**config.mk**
```make
export PLATFORM = sky130hd
export DESIGN_NAME = lms_fir_engine
export DESIGN_NICKNAME = d
export VERILOG_FILES = /design/src/rtl/lms_fir_engine_pkg.sv /design/src/rtl/lms_mac_sat.sv /design/src/rtl/lms_fir_engine.sv
export SDC_FILE = /design/constraint.sdc
export NUM_CORES = 2
export LEC_CHECK = 0
export BUFFER_PORTS_ARGS = -buffer_cell sky130_fd_sc_hd__buf_2
export CAP_MARGIN = 20
export CORE_AREA = 3 3 392 394
export CTS_CLUSTER_DIAMETER = 30
export CTS_CLUSTER_SIZE = 24
export DETAILED_ROUTE_END_ITERATION = 16
export DIE_AREA = 0 0 395 397
export GPL_TIMING_DRIVEN = 0
export SYNTH_ARGS = -nofsm -noshare
export SYNTH_HDL_FRONTEND = slang
export SYNTH_SLANG_ARGS = --single-unit
```
**constraint.sdc**
```tcl
create_clock -name clk -period 22.2 [get_ports clk]
set_input_delay 2.22 -clock clk [delete_from_list [all_inputs] [get_ports clk]]
set_output_delay 2.22 -clock clk [all_outputs]
set_load 0.005 [all_outputs]
```
**src/rtl/lms_fir_engine_pkg.sv**
```systemverilog
// Shared widths and output saturation for the 16-tap LMS FIR output stage.
// Combinational helpers only; no latency, no backpressure.
package lms_fir_engine_pkg;

  localparam int TAPS  = 16;
  localparam int DW    = 14;
  localparam int WW    = 32;
  localparam int WFRAC = 28;
  localparam int AW    = 48;
  localparam int PW    = DW + WW;

  localparam logic signed [AW-1:0] SAT_HI = AW'(8191);
  localparam logic signed [AW-1:0] SAT_LO = AW'(-8192);

  function automatic logic signed [DW-1:0] sat14(input logic signed [AW-1:0] v);
    logic signed [DW-1:0] r;
    if (v > SAT_HI)      r = SAT_HI[DW-1:0];
    else if (v < SAT_LO) r = SAT_LO[DW-1:0];
    else                 r = v[DW-1:0];
    return r;
  endfunction

endpackage

```
**src/rtl/lms_mac_sat.sv**
```systemverilog
// Signed sample x weight multiply-accumulate, cleared on the first tap, one product per clock.
// acc_next is combinational (current acc + product); acc registers it while en is high.
module lms_mac_sat
  import lms_fir_engine_pkg::*;
(
  input  logic                 clk,
  input  logic                 rstn,
  input  logic                 en,
  input  logic                 clr,
  input  logic signed [DW-1:0] x,
  input  logic signed [WW-1:0] w,
  output logic signed [AW-1:0] acc_next
);

  logic signed [AW-1:0] acc;
  logic signed [AW-1:0] base;
  logic signed [PW-1:0] prod;
  logic signed [AW:0]   sum;

  assign prod = PW'(x) * PW'(w);
  assign base = clr ? '0 : acc;
  assign sum  = {base[AW-1], base} + {{(AW+1-PW){prod[PW-1]}}, prod};

  // Clamp instead of wrapping so a full-scale window still saturates to the right rail.
  always_comb begin
    acc_next = sum[AW-1:0];
    if (sum[AW] != sum[AW-1])
      acc_next = sum[AW] ? {1'b1, {(AW-1){1'b0}}} : {1'b0, {(AW-1){1'b1}}};
  end

  always_ff @(posedge clk or posedge rstn) begin
    if (rstn)    acc <= '0;
    else if (en) acc <= acc_next;
  end

endmodule

```
**src/rtl/lms_fir_engine.sv**
```systemverilog
// 16-tap LMS FIR estimate/error stage: d/e update on the 16th consecutive enabled edge.
// No backpressure; dropping adap_filter_state discards the partial window.
module lms_fir_engine
  import lms_fir_engine_pkg::*;
(
  input  logic                 clk,
  input  logic                 rstn,
  input  logic                 adap_filter_state,
  input  logic signed [DW-1:0] reff_0,
  input  logic signed [DW-1:0] reff_1,
  input  logic signed [DW-1:0] reff_2,
  input  logic signed [DW-1:0] reff_3,
  input  logic signed [DW-1:0] reff_4,
  input  logic signed [DW-1:0] reff_5,
  input  logic signed [DW-1:0] reff_6,
  input  logic signed [DW-1:0] reff_7,
  input  logic signed [DW-1:0] reff_8,
  input  logic signed [DW-1:0] reff_9,
  input  logic signed [DW-1:0] reff_10,
  input  logic signed [DW-1:0] reff_11,
  input  logic signed [DW-1:0] reff_12,
  input  logic signed [DW-1:0] reff_13,
  input  logic signed [DW-1:0] reff_14,
  input  logic signed [DW-1:0] reff_15,
  input  logic signed [DW-1:0] buffer_in_0,
  input  logic signed [DW-1:0] buffer_in_1,
  input  logic signed [DW-1:0] buffer_in_2,
  input  logic signed [DW-1:0] buffer_in_3,
  input  logic signed [DW-1:0] buffer_in_4,
  input  logic signed [DW-1:0] buffer_in_5,
  input  logic signed [DW-1:0] buffer_in_6,
  input  logic signed [DW-1:0] buffer_in_7,
  input  logic signed [DW-1:0] buffer_in_8,
  input  logic signed [DW-1:0] buffer_in_9,
  input  logic signed [DW-1:0] buffer_in_10,
  input  logic signed [DW-1:0] buffer_in_11,
  input  logic signed [DW-1:0] buffer_in_12,
  input  logic signed [DW-1:0] buffer_in_13,
  input  logic signed [DW-1:0] buffer_in_14,
  input  logic signed [DW-1:0] buffer_in_15,
  input  logic signed [DW-1:0] buffer_in_16,
  input  logic signed [WW-1:0] weight_in_0,
  input  logic signed [WW-1:0] weight_in_1,
  input  logic signed [WW-1:0] weight_in_2,
  input  logic signed [WW-1:0] weight_in_3,
  input  logic signed [WW-1:0] weight_in_4,
  input  logic signed [WW-1:0] weight_in_5,
  input  logic signed [WW-1:0] weight_in_6,
  input  logic signed [WW-1:0] weight_in_7,
  input  logic signed [WW-1:0] weight_in_8,
  input  logic signed [WW-1:0] weight_in_9,
  input  logic signed [WW-1:0] weight_in_10,
  input  logic signed [WW-1:0] weight_in_11,
  input  logic signed [WW-1:0] weight_in_12,
  input  logic signed [WW-1:0] weight_in_13,
  input  logic signed [WW-1:0] weight_in_14,
  input  logic signed [WW-1:0] weight_in_15,
  output logic signed [DW-1:0] d,
  output logic signed [DW-1:0] e
);

  logic signed [DW-1:0] reff_arr [TAPS];
  logic signed [WW-1:0] w_arr    [TAPS];
  logic [3:0]           idx;
  logic                 last;
  logic signed [AW-1:0] acc_next;
  logic signed [AW-1:0] y;
  logic signed [DW-1:0] d_new;
  logic signed [DW:0]   diff;
  logic signed [DW-1:0] e_new;
  logic                 unused_buffers;

  // Upper buffer taps exist only for port compatibility with the shift-RAM wrapper.
  assign unused_buffers = ^{buffer_in_1, buffer_in_2, buffer_in_3, buffer_in_4,
                            buffer_in_5, buffer_in_6, buffer_in_7, buffer_in_8,
                            buffer_in_9, buffer_in_10, buffer_in_11, buffer_in_12,
                            buffer_in_13, buffer_in_14, buffer_in_15, buffer_in_16};

  assign reff_arr = '{reff_0, reff_1, reff_2, reff_3, reff_4, reff_5, reff_6, reff_7,
                      reff_8, reff_9, reff_10, reff_11, reff_12, reff_13, reff_14, reff_15};
  assign w_arr    = '{weight_in_0, weight_in_1, weight_in_2, weight_in_3,
                      weight_in_4, weight_in_5, weight_in_6, weight_in_7,
                      weight_in_8, weight_in_9, weight_in_10, weight_in_11,
                      weight_in_12, weight_in_13, weight_in_14, weight_in_15};

  assign last = (idx == 4'(TAPS - 1));

  lms_mac_sat u_mac (
    .clk      (clk),
    .rstn     (rstn),
    .en       (adap_filter_state),
    .clr      (idx == 4'd0),
    .x        (reff_arr[idx]),
    .w        (w_arr[idx]),
    .acc_next (acc_next)
  );

  // Arithmetic shift floors toward -inf, dropping the Q4.28 fraction.
  assign y     = acc_next >>> WFRAC;
  assign d_new = sat14(y);
  assign diff  = {buffer_in_0[DW-1], buffer_in_0} - {d_new[DW-1], d_new};
  assign e_new = sat14(AW'(diff));

  always_ff @(posedge clk or posedge rstn) begin
    if (rstn) begin
      idx <= '0;
      d   <= '0;
      e   <= '0;
    end else if (adap_filter_state) begin
      idx <= idx + 4'd1;
      if (last) begin
        d <= d_new;
        e <= e_new;
      end
    end else begin
      idx <= '0;
    end
  end

endmodule

```
==> results.txt <==
Post-CTS Hold Buffers -> 0
Commonest cells post-synth -> inv_1, fa_1, nand2_1
CTS Sinks -> 80
Clock skew -> 0.0195 ns
Status -> finished clean
Area grow syn2layout -> 25.7%
# fillers -> 16500
Final Hold Viols -> 0
Post-synthesis mux area share -> 0.187
Die Wd -> 395 um
DR iter-0 viols -> 2875
Post-synth EDFFs -> 0
Share of layout cells above drive strength 1 -> 0.299
Vias in the first global route -> 27100
Die ar. -> 157000 sq um
CTS tree -> done
ANT nets after route -> 0
Post-DR vias/cell -> 4.71
Worst slack, placed -> 5.84 ns
Largest net degree at the start of global routing -> 61
Number of core rows -> 142
Yosys top cell area share -> 0.347
First-pass GRT wire length -> 221 mm
Antenna violations before repair -> 79
Number of setup buffers added after CTS -> 0
Post-synthesis compound-gate area fraction -> 0.0823
Clock Latency Late Sink -> 0.38 ns
Worst Path Max Fanout -> 13
H-tree Lvls -> 3
Max Fclk -> 61.2 MHz
Max-slew headroom -> 0.205
Dominant cell type by area after synthesis -> fa_1
Main combinational cell family by area after synthesis -> adder cells
Crit path top cell by count -> fa_1
Post-cts resize count -> 0
Critical Path Source Type -> flip-flop
TritonCTS Buffers -> 9
Hold Crit Class -> reg2reg
Number of max-cap violations -> 0
Fin crit share -> 0.736
Slowest stage delay, CP -> 1.16 ns
Worst setup path class -> reg2reg
I/O pin count -> 1005
Fin worst setup slack -> 5.87 ns
Core Box Area -> 150000 sq um
Post-Synth Adder-Cell Area -> 0.411
Largest cells by area after synthesis -> fa_1, mux4_2, inv_1, dfrtp_1, ha_1
Vias -> 27100
Final TNS setup -> 0 ns
CTS clk-pin slew, worst paths -> 0.08 ns
Net Count, Synth -> 4484
Initial Util -> 0.187
Fraction of registers with async set/reset -> 1.00
RSZ-0062 raised after global routing -> false
DP HPWL -> 148 mm
Hold Slack -> 0.476 ns
Clock buffer depth -> 2
Min Tclk post-route -> 16.33 ns
Prevailing post-synth register cell -> dfrtp_1
RePlAce Congestion -> 1.03
Fin nets -> 5291
Synth Cell Area -> 28000 sq um
I/O Buffers -> 779
Register bit total from synthesis -> 80
Synth unique cells -> 78
Grt total ovfl -> 0
Sequential share of the synthesized area -> 0.0715
Pins Over Slew Limit -> 0
Global Route met1 Usage -> 0.261
Wire length per cell -> 28.9 um
Die height -> 397 um
Mapped Cells -> 2879
Simple-gate portion of the synthesized area -> 0.129
Avg Cell Area, Syn -> 9.73 sq um
Ys Warns -> 0
Crit path arrival time -> 16.61 ns
Tot GR Track Use -> 0.204
M3 GR Usage -> 0.104
Post-synthesis xor/xnor area fraction -> 0.0178
Clock root cell -> clkbuf_16
Worst Max-Slew Pin Slew -> 1.19 ns
Crit path required time -> 22.49 ns
GRT Max-Usage Layer -> met2
Drt pass-1 iters -> 6
Critical path endpoint category -> flip-flop
Final wirelength -> 166 mm
Met2 usage -> 0.292
Setup violators final -> 0
DRC viols -> 0
R2r setup slk -> 5.87 ns
CP max-delay cell -> fa_1
Top-count cell post-synth -> inv_1
worst paths after layout:
| kind | endpoint | startpoint | cells past startpoint |
|---|---|---|---|
| setup / recovery | e[8] | idx[1] | 48 |
| hold / removal | e[10] | e[10] | 2 |
| setup reg to reg | e[8] | idx[1] | 48 |
| hold reg to reg | e[10] | e[10] | 2 |
| max in group asynchronous | u_mac.acc[9] | rstn | 3 |
| min in group asynchronous | e[8] | rstn | 2 |
metal layers:
layer,up-vias,wire length [um]
met1,14100,64600
met2,1685,69900
met5,-,161
met3,233,24400
met4,26,7190
li1,11100,-
final cells by class:
cell class | instances | area, sq um | share of cell area
clock buffers | 9 | 225 | 0.00640
inverters | 563 | 2120 | 0.0601
flip-flops and latches | 80 | 2000 | 0.0569
clock inverters | 7 | 135 | 0.00384
repair buffers | 796 | 4180 | 0.119
multi-input cells | 2052 | 23200 | 0.658
well taps | 2016 | 2520 | 0.0716
plain buffers | 184 | 742 | 0.0211
diodes | 52 | 130 | 0.00370
layout by cell type (no fill, tap or decap), types with 64 or more instances in the layout:
cell type and instances:
nor2_1 135, dfrtp_1 80, nand2_1 397, ha_1 142, inv_1 562, clkbuf_1 133
nor2b_1 64, a21oi_1 82, buf_2 812, and2_1 89, fa_1 486, mux4_2 223
state kept, by name, indices dropped and copies added (netlist names):
register	count
e	14
d	14
idx	4
u_mac.acc	48
logic make-up after synthesis:
family,Yosys count
compound gates,336
xor+xnor,57
mux,243
flops,80
fa+ha+maj,630
buf+inv,747
simple gates,786
stage by stage:
step	util	instances	instance area, sq um
floorplan	-	2879	28000
global placement	0.229	5674	34400
detailed placement	0.231	5687	34700
CTS	0.233	5703	35000
global route	0.234	5719	35100
finish	0.235	5759	35200
worst max-delay path: cells and delay by family (launching register included):
kind	cells	cell delay, ns
adder cells (fa/ha/maj)	10	5.07
buffers and inverters	11	3.57
AO/OA/AOI/OAI	9	2.39
flip-flops	1	0.46
AND/OR/NAND/NOR	14	3.42
multiplexers	3	0.76
XOR/XNOR	1	0.53
Power is left out: the tool's default activity adds up to more than one toggle a clock period on the data nets, which glitch-free logic cannot reach.
